$ cat config.mk
export PLATFORM = sky130hd
export DESIGN_NAME = gshare_predictor
export DESIGN_NICKNAME = d
export VERILOG_FILES = /design/src/rtl/gshare_predictor.sv
export SDC_FILE = /design/constraint.sdc
export NUM_CORES = 2
export LEC_CHECK = 0
export BUFFER_PORTS_ARGS = -buffer_cell sky130_fd_sc_hd__buf_4
export CORE_ASPECT_RATIO = 0.7
export CORE_MARGIN = 8
export CORE_UTILIZATION = 40
export CTS_CLUSTER_DIAMETER = 150
export CTS_CLUSTER_SIZE = 40
export DETAILED_ROUTE_END_ITERATION = 16
export GPL_TIMING_DRIVEN = 0
export SLEW_MARGIN = 20
export SYNTH_ARGS = -nofsm -noshare
export SYNTH_HDL_FRONTEND = slang
export SYNTH_SLANG_ARGS = --single-unit
$ cat constraint.sdc
create_clock -name clk -period 58.3 [get_ports clk]
set_input_delay 5.83 -clock clk [delete_from_list [all_inputs] [get_ports clk]]
set_output_delay 5.83 -clock clk [all_outputs]
set_load 0.1 [all_outputs]
$ cat src/rtl/gshare_predictor.sv
// Branch direction predictor built from a table of 2-bit saturating counters, indexed
// bimodally or gshare-style, with a self-initialising table and feedback statistics.
module gshare_predictor #(
  parameter int         SCALE    = 10,
  parameter int         HIST     = 8,
  parameter int         MODE     = 1,
  parameter logic [1:0] INIT_CNT = 2'b01
) (
  input  logic             clk,
  input  logic             rst,
  input  logic [31:0]      bp_pc,
  input  logic             bp_oe,
  output logic             bp_taken,
  output logic [SCALE+1:0] bp_data,
  input  logic             fb_taken,
  input  logic             fb_we,
  input  logic [SCALE+1:0] fb_data,
  output logic             ready,
  output logic [31:0]      stat_fb,
  output logic [31:0]      stat_miss
);

  typedef enum logic {INIT, RUN} state_t;

  localparam int DEPTH = 1 << SCALE;

  state_t           r_state;
  logic [SCALE-1:0] r_initIdx;
  logic [1:0]       r_table [DEPTH];
  logic [HIST-1:0]  r_ghr;
  logic             r_ready;
  logic             r_taken;
  logic [SCALE+1:0] r_data;
  logic [31:0]      r_statFb;
  logic [31:0]      r_statMiss;

  logic             w_run;
  logic             w_fbAccept;
  logic [SCALE-1:0] w_fbIdx;
  logic [1:0]       w_fbCnt;
  logic [1:0]       w_newCnt;
  logic [SCALE-1:0] w_ghrExt;
  logic [SCALE-1:0] w_predIdx;
  logic [1:0]       w_predCnt;
  logic             w_unusedPc;

  assign w_run      = (r_state == RUN);
  assign w_fbAccept = fb_we && w_run;
  assign w_fbIdx    = fb_data[SCALE+1:2];
  assign w_fbCnt    = fb_data[1:0];
  assign w_ghrExt   = (MODE == 1) ? SCALE'(r_ghr) : '0;
  assign w_predIdx  = bp_pc[2+:SCALE] ^ w_ghrExt;
  assign w_unusedPc = ^{bp_pc[1:0], bp_pc[31:SCALE+2]};

  always_comb begin
    w_newCnt = w_fbCnt;
    if (fb_taken) begin
      if (w_fbCnt != 2'b11) w_newCnt = w_fbCnt + 2'b01;
    end else begin
      if (w_fbCnt != 2'b00) w_newCnt = w_fbCnt - 2'b01;
    end
  end

  // A read colliding with this cycle's feedback write sees the new counter.
  assign w_predCnt = (w_fbAccept && (w_fbIdx == w_predIdx)) ? w_newCnt : r_table[w_predIdx];

  always_ff @(posedge clk) begin
    if (!rst) begin
      if (r_state == INIT) begin
        r_table[r_initIdx] <= INIT_CNT;
      end else if (fb_we) begin
        r_table[w_fbIdx] <= w_newCnt;
      end
    end
  end

  always_ff @(posedge clk) begin
    if (rst) begin
      r_state    <= INIT;
      r_initIdx  <= '0;
      r_ready    <= 1'b0;
      r_taken    <= 1'b0;
      r_data     <= '0;
      r_ghr      <= '0;
      r_statFb   <= '0;
      r_statMiss <= '0;
    end else begin
      case (r_state)
        INIT: begin
          r_initIdx <= r_initIdx + 1'b1;
          if (r_initIdx == '1) begin
            r_state <= RUN;
            r_ready <= 1'b1;
          end
        end
        RUN: begin
          if (bp_oe) begin
            r_taken <= w_predCnt[1];
            r_data  <= {w_predIdx, w_predCnt};
          end
          if (fb_we) begin
            if (r_statFb != 32'hFFFF_FFFF) r_statFb <= r_statFb + 32'd1;
            if ((fb_taken != fb_data[1]) && (r_statMiss != 32'hFFFF_FFFF))
              r_statMiss <= r_statMiss + 32'd1;
            // History shifts only on resolved branches, so it never needs repair.
            if (MODE == 1) r_ghr <= HIST'({r_ghr, fb_taken});
          end
        end
        default: r_state <= INIT;
      endcase
    end
  end

  assign ready     = r_ready;
  assign bp_taken  = r_taken;
  assign bp_data   = r_data;
  assign stat_fb   = r_statFb;
  assign stat_miss = r_statMiss;

endmodule

==> key figures <==
Floorplan
  – Die X-Extent: 576 microns
  – Core Region: 0.219 sq mm
  – Die height: 408 microns
  – Rows: 144
  – Starting Density: 0.401
  – Die ar.: 0.235 sq mm
  – IO Pins: 127

Timing
  – Slew @ Worst Pin: 1.38 ns
  – Setup_tns: 0 ns
  – Skew final: 0.0535 ns
  – Fin crit period: 12.01 ns
  – RSZ-0062 raised after global routing: false
  – Pins Over Slew Limit: 0
  – Hold Vio Cnt, Final: 0
  – Final period util: 0.206
  – Slew HR: 0.0815
  – Hold WS: 0.481 ns
  – Setup-failing EPs final: 0
  – Fmax: 83.3 MHz

Worst setup path
  – CP Launch Type: input pin
  – CP endpoint: bp_data[0]$_SDFFE_PP0P_
  – Critical Path End Type: flip-flop
  – Reg2reg end: bp_data[0]$_SDFFE_PP0P_
  – Critical R2R Launch: r_ghr[1]$_SDFFE_PP0N_
  – Worst reg2reg setup slack: 50.93 ns
  – CP arrival: 12.73 ns
  – Critical path class: input pin to flip-flop
  – Reg2Reg Depth: 11
  – CP Launch Point: bp_pc[3]
  – Worst EP required: 59.02 ns
  – CP max FO: 10

Power
  – Power per standard cell area: 25.9 mW/mm^2
  – Final Power: 0.00249 W
  – Max VDD drop: 27.3 uV
  – Pleak: 32.7 nW

Yosys
  – Synthesized Nets: 5795
  – Post-synthesis cell count: 5743
  – Post-synthesis area per instance: 15.3 sq um
  – Top post-synthesis cells by area: edfxtp_1 (70%), mux4_2 (9.0%), nor2_1 (5.0%)
  – Number of synthesized flops with an enable pin: 2048
  – Yosys warnings: 0
  – Synth top area share: 0.700
  – Distinct cell type count after synthesis: 72
  – Mapped Area: 0.0878 sq mm
  – Synthesis-stage register bit count: 2144
  – Ys flop type: edfxtp_1
  – Ys async rst share: 0
  – Seq/Total Area, Yosys: 0.722
  – Yosys top cell by area: edfxtp_1

Layout
  – Layout cells sized above 1: 0.144
  – Final Cell Area: 0.0960 sq mm
  – Layout Nets: 6046
  – Fill cells: 19500
  – Area grow syn2layout: 9.33%

GRT
  – GRT Util Overall: 0.306
  – First-pass GRT wire length: 486000 microns
  – Largest net degree at the start of global routing: 78
  – Initial antenna violation count: 39
  – GRT overflow: 0
  – Vias in the first global route: 53500

Detailed routing
  – Vias: 60000
  – Via/cell ratio: 6.70
  – Iteration count of the initial detailed-routing pass: 10
  – Per-cell routed wire length: 41.8 microns
  – Wirelength, routed: 374000 microns
  – Post-route antenna net violation count: 0
  – Post-route DRC: 0
  – Initial DRC count: 14200

Clocking
  – Max clock buf depth: 3
  – Root Buffer: clkbuf_16
  – TritonCTS buffer count: 59
  – # clock sinks: 2144
  – CTS tree: done
  – Cts repair resizes: 0
  – Postcts setup bufs: 0
  – Hold buffers post-CTS: 0
  – H-tree Lvls: 2
  – Worst-Skew Late Latency: 0.86 ns
  – Reg clk slew, reported paths: 0.16 ns

Placement
  – DP HPWL: 263000 microns
  – GPL Wtd Cong: 1.05
  – IO buf count: 102
  – Post-DP Area: 0.0943 sq mm

Hold path
  – Class of the worst hold path: flip-flop to flip-flop

Outcome
  – Status: completed

Run
  – Max Cap Viol: 0
==> how the worst min path moves through the flow <==
stage,slack [ns],cells after the start,endpoint,startpoint
final,0.48,2,bp_data[10]$_SDFFE_PP0P_,bp_data[10]$_SDFFE_PP0P_
after global routing,0.50,2,bp_data[11]$_SDFFE_PP0P_,bp_data[11]$_SDFFE_PP0P_
after CTS,0.48,2,bp_data[10]$_SDFFE_PP0P_,bp_data[10]$_SDFFE_PP0P_
after detailed placement,0.46,2,bp_data[10]$_SDFFE_PP0P_,bp_data[10]$_SDFFE_PP0P_
after global placement,0.45,2,bp_data[11]$_SDFFE_PP0P_,bp_data[11]$_SDFFE_PP0P_
after floorplan,0.47,2,r_ghr[7]$_SDFFE_PP0N_,r_ghr[7]$_SDFFE_PP0N_
==> power by group <==
part           total [W]  internal [W]  switching [W]
Sequential       0.00166       0.00166    0.000000345
Clock           0.000662      0.000196       0.000467
Combinational   0.000168     0.0000370       0.000131
Total            0.00249       0.00189       0.000598
==> flip-flops by register name, indices dropped and copies added, names as in the netlist <==
name	count
r_initIdx	10
stat_miss	32
r_table	2048
bp_data	12
stat_fb	32
r_ghr	8
r_state	1
ready	1
==> synthesized netlist by cell type (12+ instances only) <==
library cell,n
edfxtp_1,2048
nor2_1,1163
nand2_1,558
mux4_2,351
clkbuf_1,216
mux2i_1,210
a21oi_1,163
nand3_1,108
dfxtp_1,96
o22ai_1,80
buf_1,70
buf_2,52
a22oi_1,49
o21ai_0,48
nor4_1,42
nand4_1,40
xnor2_1,38
xor2_1,38
nor3_1,34
buf_6,33
a31oi_1,32
buf_4,32
or3_1,24
a221oi_1,19
a32oi_1,19
a211oi_1,18
inv_1,15
o221ai_1,12
==> cell families after synthesis <==
group | after synthesis | synth area share
buf+inv | 423 | 0.0238
flops | 2144 | 0.722
mux | 561 | 0.114
fa+ha+maj | 4 | 0.000541
xor+xnor | 77 | 0.00789
compound gates | 521 | 0.0388
simple gates | 2013 | 0.0929
==> critical path, cell delays in order <==
cell and delay (ns):
buf_4 0.13, xor2_2 0.66, buf_2 0.77, buf_2 0.78
buf_2 0.82, buf_2 0.82, mux4_2 0.49, a221o_1 0.47
nor3_1 0.70, a21boi_0 0.32, o41ai_1 0.67, a211oi_1 0.16
==> layout make-up <==
type                       instances  area (sq um)  area share
inverter                          15          56.3    0.000586
multi-input combinational       3176         22500       0.234
antenna                           23          57.6    0.000599
timing repair buffer             190          2540      0.0264
tap                             2920          3650      0.0381
sequential                      2144         63400       0.661
clock buffer                      85          1620      0.0168
buffer                           408          2140      0.0223
clock inverter                     1          16.3    0.000169
==> through the flow <==
stage	std cells	util	setup slack, ns
4_1_cts	8937	0.438	46.76
2_1_floorplan	5743	-	23.30
3_3_place_gp	8765	0.421	-1.82
6_report	8962	0.438	46.29
3_5_place_dp	8851	0.430	45.90
5_1_grt	8941	0.438	46.65
==> per-layer routing <==
layer | wire length (microns) | share of wire | GRT usage
met3 | 76900 | 0.21 | 0.196
met5 | 920 | 0.0025 | 0.0238
met2 | 139000 | 0.37 | 0.380
met1 | 139000 | 0.37 | 0.415
met4 | 19100 | 0.051 | 0.125
==> layout by cell type (no fill, tap or decap), types with 61 or more instances in the layout <==
cell type	n
edfxtp_1	2048
nor2_1	1148
nand2_1	556
mux4_2	351
mux2i_1	209
clkbuf_1	166
a21oi_1	163
buf_4	141
nand3_1	108
dfxtp_1	96
o22ai_1	79
clkbuf_2	74
buf_2	64
clkbuf_16	61
Note: power is estimated with default switching activity, not from simulation.
